File: src/rtl/sound_pkg.sv
// Shared definitions for the sound controller: playback FSM encoding and
// control-register bit positions.
package sound_pkg;

    typedef enum logic [1:0] {
        ST_IDLE  = 2'd0,
        ST_RUN   = 2'd1,
        ST_PEND  = 2'd2,
        ST_ISSUE = 2'd3
    } state_t;

    localparam int CTRL_PLAY  = 0;
    localparam int CTRL_FLUSH = 1;
    localparam int CTRL_CLR   = 2;

endpackage

File: src/rtl/sound_fifo.sv
// Byte-wide sample FIFO with registered level/full/empty and a one-cycle flush.
// A push that meets a full FIFO is reported on push_drop unless a pop frees a slot.
module sound_fifo #(
    parameter int FIFO_AW = 4
) (
    input  logic               clk,
    input  logic               rst,
    input  logic               push,
    input  logic               pop,
    input  logic               flush,
    input  logic [7:0]         wr_data,
    output logic [7:0]         rd_data,
    output logic [FIFO_AW:0]   level,
    output logic [FIFO_AW:0]   level_next,
    output logic               full,
    output logic               empty,
    output logic               push_drop
);

    localparam int DEPTH = 1 << FIFO_AW;
    localparam logic [FIFO_AW:0] DEPTH_LVL = {1'b1, {FIFO_AW{1'b0}}};

    logic [7:0]         mem [DEPTH];
    logic [FIFO_AW-1:0] wr_ptr_q, wr_ptr_d;
    logic [FIFO_AW-1:0] rd_ptr_q, rd_ptr_d;
    logic [FIFO_AW:0]   level_q, level_d;
    logic               full_q, full_d;
    logic               empty_q, empty_d;
    logic               do_push, do_pop;

    always_comb begin
        do_pop    = pop & ~empty_q & ~flush;
        do_push   = push & (~full_q | do_pop) & ~flush;
        push_drop = push & full_q & ~do_pop & ~flush;
        wr_ptr_d  = wr_ptr_q;
        rd_ptr_d  = rd_ptr_q;
        level_d   = level_q;
        if (flush) begin
            wr_ptr_d = '0;
            rd_ptr_d = '0;
            level_d  = '0;
        end else begin
            if (do_push) wr_ptr_d = wr_ptr_q + 1'b1;
            if (do_pop)  rd_ptr_d = rd_ptr_q + 1'b1;
            if (do_push && !do_pop)      level_d = level_q + 1'b1;
            else if (do_pop && !do_push) level_d = level_q - 1'b1;
        end
        full_d  = (level_d == DEPTH_LVL);
        empty_d = (level_d == '0);
    end

    always_ff @(posedge clk or posedge rst) begin
        if (rst) begin
            wr_ptr_q <= '0;
            rd_ptr_q <= '0;
            level_q  <= '0;
            full_q   <= 1'b0;
            empty_q  <= 1'b1;
        end else begin
            wr_ptr_q <= wr_ptr_d;
            rd_ptr_q <= rd_ptr_d;
            level_q  <= level_d;
            full_q   <= full_d;
            empty_q  <= empty_d;
        end
    end

    // Storage needs no reset; only the pointers define what is valid.
    always_ff @(posedge clk) begin
        if (do_push) mem[wr_ptr_q] <= wr_data;
    end

    assign rd_data    = mem[rd_ptr_q];
    assign level      = level_q;
    assign level_next = level_d;
    assign full       = full_q;
    assign empty      = empty_q;

endmodule

File: src/rtl/sound_ctrl.sv
// Sound controller: arbitrates CPU beeper/covox writes against timed FIFO
// playback and forwards one registered strobe per cycle to the sound datapath.
module sound_ctrl
    import sound_pkg::*;
#(
    parameter int FIFO_AW = 4,
    parameter int DIV_W   = 12
) (
    input  logic             clk,
    input  logic             rst,
    input  logic [7:0]       din,
    input  logic             cpu_beep_wr,
    input  logic             cpu_covox_wr,
    input  logic             fifo_wr,
    input  logic             rate_wr_lo,
    input  logic             rate_wr_hi,
    input  logic             ctrl_wr,
    output logic [7:0]       snd_din,
    output logic             snd_beeper_wr,
    output logic             snd_covox_wr,
    output logic [FIFO_AW:0] fifo_level,
    output logic             fifo_full,
    output logic             fifo_empty,
    output logic             underrun,
    output logic             overflow,
    output logic             half_irq
);

    localparam logic [FIFO_AW:0] HALF_LVL = {2'b01, {(FIFO_AW-1){1'b0}}};
    localparam logic [DIV_W-1:0] ONE      = {{(DIV_W-1){1'b0}}, 1'b1};

    state_t             state_q, state_d;
    logic               play_q, play_d;
    logic [DIV_W-1:0]   rate_q, rate_d;
    logic [DIV_W-1:0]   div_q, div_d;
    logic [DIV_W-1:0]   reload_eff;
    logic               hold_valid_q, hold_valid_d;
    logic [7:0]         hold_data_q, hold_data_d;
    logic [7:0]         snd_din_q, snd_din_d;
    logic               snd_beeper_wr_q, snd_beeper_wr_d;
    logic               snd_covox_wr_q, snd_covox_wr_d;
    logic               underrun_q, underrun_d;
    logic               overflow_q, overflow_d;
    logic               half_irq_q, half_irq_d;
    logic               tick, flush, clr, cpu_busy;
    logic               fifo_pop, issue_fire, set_underrun;
    logic [7:0]         fifo_rd_data;
    logic [FIFO_AW:0]   fifo_level_next;
    logic               fifo_push_drop;

    sound_fifo #(.FIFO_AW(FIFO_AW)) u_fifo (
        .clk        (clk),
        .rst        (rst),
        .push       (fifo_wr),
        .pop        (fifo_pop),
        .flush      (flush),
        .wr_data    (din),
        .rd_data    (fifo_rd_data),
        .level      (fifo_level),
        .level_next (fifo_level_next),
        .full       (fifo_full),
        .empty      (fifo_empty),
        .push_drop  (fifo_push_drop)
    );

    // Register writes and the playback-rate divider; a zero reload behaves as 1.
    always_comb begin
        flush      = ctrl_wr & din[CTRL_FLUSH];
        clr        = ctrl_wr & din[CTRL_CLR];
        cpu_busy   = cpu_beep_wr | cpu_covox_wr;
        play_d     = ctrl_wr ? din[CTRL_PLAY] : play_q;
        rate_d     = rate_q;
        if (rate_wr_lo) rate_d[7:0]       = din;
        if (rate_wr_hi) rate_d[DIV_W-1:8] = din[DIV_W-9:0];
        reload_eff = (rate_q == '0) ? ONE : rate_q;
        tick       = (state_q != ST_IDLE) && (div_q == '0);
        if (state_q == ST_IDLE || tick) div_d = reload_eff;
        else                            div_d = div_q - 1'b1;
    end

    // The hold register parks a CPU covox write that collided with a beeper write.
    always_comb begin
        hold_valid_d = hold_valid_q;
        hold_data_d  = hold_data_q;
        if (cpu_beep_wr) begin
            if (cpu_covox_wr && !hold_valid_q) begin
                hold_valid_d = 1'b1;
                hold_data_d  = din;
            end
        end else if (hold_valid_q) begin
            if (cpu_covox_wr) hold_data_d  = din;
            else              hold_valid_d = 1'b0;
        end
    end

    // A sample only pops in ISSUE when nothing from the CPU claims the port that cycle.
    always_comb begin
        state_d      = state_q;
        fifo_pop     = 1'b0;
        issue_fire   = 1'b0;
        set_underrun = 1'b0;
        if (!play_q) begin
            state_d = ST_IDLE;
        end else begin
            unique case (state_q)
                ST_IDLE: state_d = ST_RUN;
                ST_RUN: begin
                    if (tick) begin
                        if (fifo_empty)                    set_underrun = 1'b1;
                        else if (cpu_busy || hold_valid_d) state_d = ST_PEND;
                        else                               state_d = ST_ISSUE;
                    end
                end
                ST_PEND: begin
                    if (tick) set_underrun = 1'b1;
                    if (!(cpu_busy || hold_valid_d)) state_d = ST_ISSUE;
                end
                ST_ISSUE: begin
                    if (cpu_busy || hold_valid_q) begin
                        state_d = ST_PEND;
                        if (tick) set_underrun = 1'b1;
                    end else if (fifo_empty || flush) begin
                        set_underrun = 1'b1;
                        state_d      = ST_RUN;
                    end else begin
                        fifo_pop   = 1'b1;
                        issue_fire = 1'b1;
                        state_d    = tick ? ST_PEND : ST_RUN;
                    end
                end
                default: state_d = ST_IDLE;
            endcase
        end
    end

    always_comb begin
        snd_din_d       = snd_din_q;
        snd_beeper_wr_d = 1'b0;
        snd_covox_wr_d  = 1'b0;
        if (cpu_beep_wr) begin
            snd_beeper_wr_d = 1'b1;
            snd_din_d       = din;
        end else if (hold_valid_q) begin
            snd_covox_wr_d = 1'b1;
            snd_din_d      = hold_data_q;
        end else if (cpu_covox_wr) begin
            snd_covox_wr_d = 1'b1;
            snd_din_d      = din;
        end else if (issue_fire) begin
            snd_covox_wr_d = 1'b1;
            snd_din_d      = fifo_rd_data;
        end
        underrun_d = (underrun_q & ~clr) | set_underrun;
        overflow_d = (overflow_q & ~clr) | fifo_push_drop;
        half_irq_d = play_d & (fifo_level_next <= HALF_LVL);
    end

    always_ff @(posedge clk or posedge rst) begin
        if (rst) begin
            state_q         <= ST_IDLE;
            play_q          <= 1'b0;
            rate_q          <= '0;
            div_q           <= '0;
            hold_valid_q    <= 1'b0;
            hold_data_q     <= '0;
            snd_din_q       <= '0;
            snd_beeper_wr_q <= 1'b0;
            snd_covox_wr_q  <= 1'b0;
            underrun_q      <= 1'b0;
            overflow_q      <= 1'b0;
            half_irq_q      <= 1'b0;
        end else begin
            state_q         <= state_d;
            play_q          <= play_d;
            rate_q          <= rate_d;
            div_q           <= div_d;
            hold_valid_q    <= hold_valid_d;
            hold_data_q     <= hold_data_d;
            snd_din_q       <= snd_din_d;
            snd_beeper_wr_q <= snd_beeper_wr_d;
            snd_covox_wr_q  <= snd_covox_wr_d;
            underrun_q      <= underrun_d;
            overflow_q      <= overflow_d;
            half_irq_q      <= half_irq_d;
        end
    end

    assign snd_din       = snd_din_q;
    assign snd_beeper_wr = snd_beeper_wr_q;
    assign snd_covox_wr  = snd_covox_wr_q;
    assign underrun      = underrun_q;
    assign overflow      = overflow_q;
    assign half_irq      = half_irq_q;

endmodule
File: config.mk
export PLATFORM = sky130hd
export DESIGN_NAME = sound_ctrl
export DESIGN_NICKNAME = d
export VERILOG_FILES = /design/src/rtl/sound_pkg.sv /design/src/rtl/sound_fifo.sv /design/src/rtl/sound_ctrl.sv
export SDC_FILE = /design/constraint.sdc
export NUM_CORES = 1
export LEC_CHECK = 0
export CAP_MARGIN = 10
export CORE_MARGIN = 2
export CORE_UTILIZATION = 28
export CTS_CLUSTER_SIZE = 16
export DETAILED_ROUTE_END_ITERATION = 7
export SLEW_MARGIN = 25
export SYNTH_ARGS = -nofsm -noshare
export SYNTH_HDL_FRONTEND = slang
export SYNTH_HIERARCHICAL = 1
export SYNTH_SLANG_ARGS = --single-unit
File: constraint.sdc
create_clock -name clk -period 4.7 [get_ports clk]
set_clock_uncertainty 0.05 [all_clocks]
set_input_delay 0.705 -clock clk [delete_from_list [all_inputs] [get_ports clk]]
set_output_delay 0.705 -clock clk [all_outputs]
set_load 0.01 [all_outputs]
==> metrics.csv <==
metric,value,unit
finalHoldViolations,0,
io_buffers,35,
rr_worst_depth,7,
worstPathArrival,3790,ps
coreArea,29400,um2
clock_latency,430,ps
drive_above_1_share,0.2078,
grt_antenna_before_repair,0,
initial_core_util,0.2822,
grt_pass1_vias,4770,
min_period,3793,ps
grt_pass1_wl,27.20,mm
power.leakage,3.294,nW
die-width,176.1,um
syn_area_per_cell,15.65,um2
post_cts_resized,0,
fmax,263.7,MHz
first_pass_iters,4,
hold_slack,458.7,ps
synthArstFlopShare,0.3333,
via_per_inst,4.706,
design.die.area,31020,um2
synthMuxAreaShare,0.1389,
dpl.hpwl,11.63,mm
hp-class,flop to flop,
io_pins,36,
h-tree-depth,4,
syn_area,8297,um2
synth_simple_gate_area_share,0.08189,
synth_nets,555,
nets,604,
cp-start-kind,input pin,
synth_top_family_by_area,multiplexers,
synth.area.top_cells,"edfxtp_1 (46%), dfrtp_1 (19%), mux4_2 (6.8%)",
cts_buffers,17,
total_power,3.944,mW
clock-sinks,192,
cts_tree,built,
setup_viol,0,
crit_type,input pin to flop,
critPathRequiredTime,4700,ps
grt_use_total,0.1168,
n_antenna_cell,0,
timing.final.crit_share,0.8070,
ant_nets,0,
rrSetupSlack,1210,ps
end_kind,flop,
gp_congestion,0.7864,
num_vias,4621,
grt_overflow,0,
synth_compound_area_frac,0.06560,
maxCapViolations,0,
grt_max_degree,50,
routed_wl,17.39,mm
yosysMostFrequentCell,edfxtp_1,
synth-seq-cells,192,
seq_area_frac_synth,0.6565,
die_y,176.1,um
slew_violations,0,
rsz0062_at_grt,no,
post_cts_hold_buffer_count,0,
nFillCells,2811,
cts_root_buf,clkbuf_16,
detail_route.wl_per_cell,17.71,um
cellPowerDensity,405.8,nW/um2
status,completed,
tns,0,ps
synth_area_leader_cell,edfxtp_1,
syn2layout_area_growth,17.13,%
worstHoldPathCells,1,
ir_drop,0.0003079,V
synth_edf_count,128,
fp-row-count,63,
drt-initial-drc-count,283,
synth_top_cell_area_share,0.4633,
drcViolationCount,0,
ys.flop_type,edfxtp_1,
clockBufferDepth,2,
path_clk_slew,70,ps
max_slew_margin,0.3893,
worst_pin_slew,913.1,ps
yosys-top-cells-count,"edfxtp_1 (128), dfrtp_1 (63), nor2_1 (43)",
post_cts_buffers,0,
yosysUniqueCellTypes,61,
synth_xor_area_frac,0.01689,
synth_cells,530,
critPathMaxFanout,11,
synthAdderAreaFrac,0.01357,
ys_warn_count,6,
-- metal layers --
metal,wire (um),up-vias,track usage,share of wire
li1,-,2148,-,-
met1,7823,2398,0.1493,0.45
met2,8866,62,0.1958,0.51
met3,427,13,0.02390,0.025
met4,276,0,0.04408,0.016
met5,0,-,0,0
-- sequential cells by signal (all words and copies together), names as in the netlist, 2 cells and up --
name,count
u_fifo/level,5
state_q,2
u_fifo/rd_ptr_q,4
u_fifo/mem,128
rate_q,12
hold_data_q,8
div_q,12
u_fifo/wr_ptr_q,4
snd_din,8
-- cells in the final DEF, fill, tap and decap left out, drive strengths merged, types with 6 or more instances in the layout --
cell	instances
a211oi	9
a21oi	28
a22oi	9
buf	22
clkbuf	22
clkdlybuf4s50	35
dfrtp	63
edfxtp	128
ha	9
inv	16
mux2	28
mux2i	9
mux4	32
nand2	24
nand2b	7
nand3	9
nor2	43
nor2b	13
nor3	9
nor4	7
o21ai	7
o2bb2ai	7
xnor2	6
xor2	10
-- report_power, final --
group          total [mW]  switching (mW)  internal (mW)  leakage, nW
sequential           2.06           0.118           1.94         1.93
clock                1.42           0.637          0.782        0.285
combinational       0.463           0.241          0.221         1.08
total                3.94           0.997           2.95         3.29
-- kinds of logic (layout without fill, tap and decap cells) --
kind of cell / count (synthesis) / in the layout
AOI/OAI and AO/OA: 78 / 78
DFF: 192 / 192
and+or+nand+nor: 129 / 129
adders and majority gates: 9 / 9
xor gates and xnor gates: 16 / 16
buffers and inverters: 37 / 99
muxes: 69 / 69
-- through the flow --
stage	cell area [um2]	setup slack [ps]	std cells	utilization
5_1_grt	9718	631.3	982	0.3305
6_report	9718	907.3	982	0.3305
3_3_place_gp	9124	538.8	950	0.3103
2_1_floorplan	8297	1493	530	-
3_5_place_dp	9126	355.4	950	0.3104
4_1_cts	9718	861.9	982	0.3305
-- critical path, stage by stage --
cell and delay (ps):
clkdlybuf4s50_1 490, and2_1 190, or3b_4 400, nor4_1 410, nand2b_1 380, a21oi_1 380, nand2_1 180, nor2_1 650
-- path summary, 6_finish.rpt --
check,start,endpoint
worst max-delay path,din[1],u_fifo/mem[7][3]$_DFFE_PP_
worst min-delay path,hold_data_q[3]$_DFFE_PP0P_,hold_data_q[3]$_DFFE_PP0P_
worst max register to register,u_fifo/empty$_DFF_PP1_,u_fifo/mem[7][3]$_DFFE_PP_
worst min register to register,hold_data_q[3]$_DFFE_PP0P_,hold_data_q[3]$_DFFE_PP0P_
max in group asynchronous,rst,hold_data_q[6]$_DFFE_PP0P_
min in group asynchronous,rst,rate_q[8]$_DFFE_PP0P_
-- cell type report --
| type | count | area, um2 | share of cell area |
|---|---|---|---|
| tap | 390 | 488.0 | 0.05021 |
| clock inverter | 10 | 85.08 | 0.008755 |
| sequential | 192 | 5448 | 0.5606 |
| multi-input combinational | 301 | 2635 | 0.2711 |
| clock buffer | 22 | 506.7 | 0.05214 |
| timing repair buffer | 57 | 515.5 | 0.05304 |
| inverter | 10 | 40.04 | 0.004120 |
No activity file was read; power rests on OpenSTA's default activity.
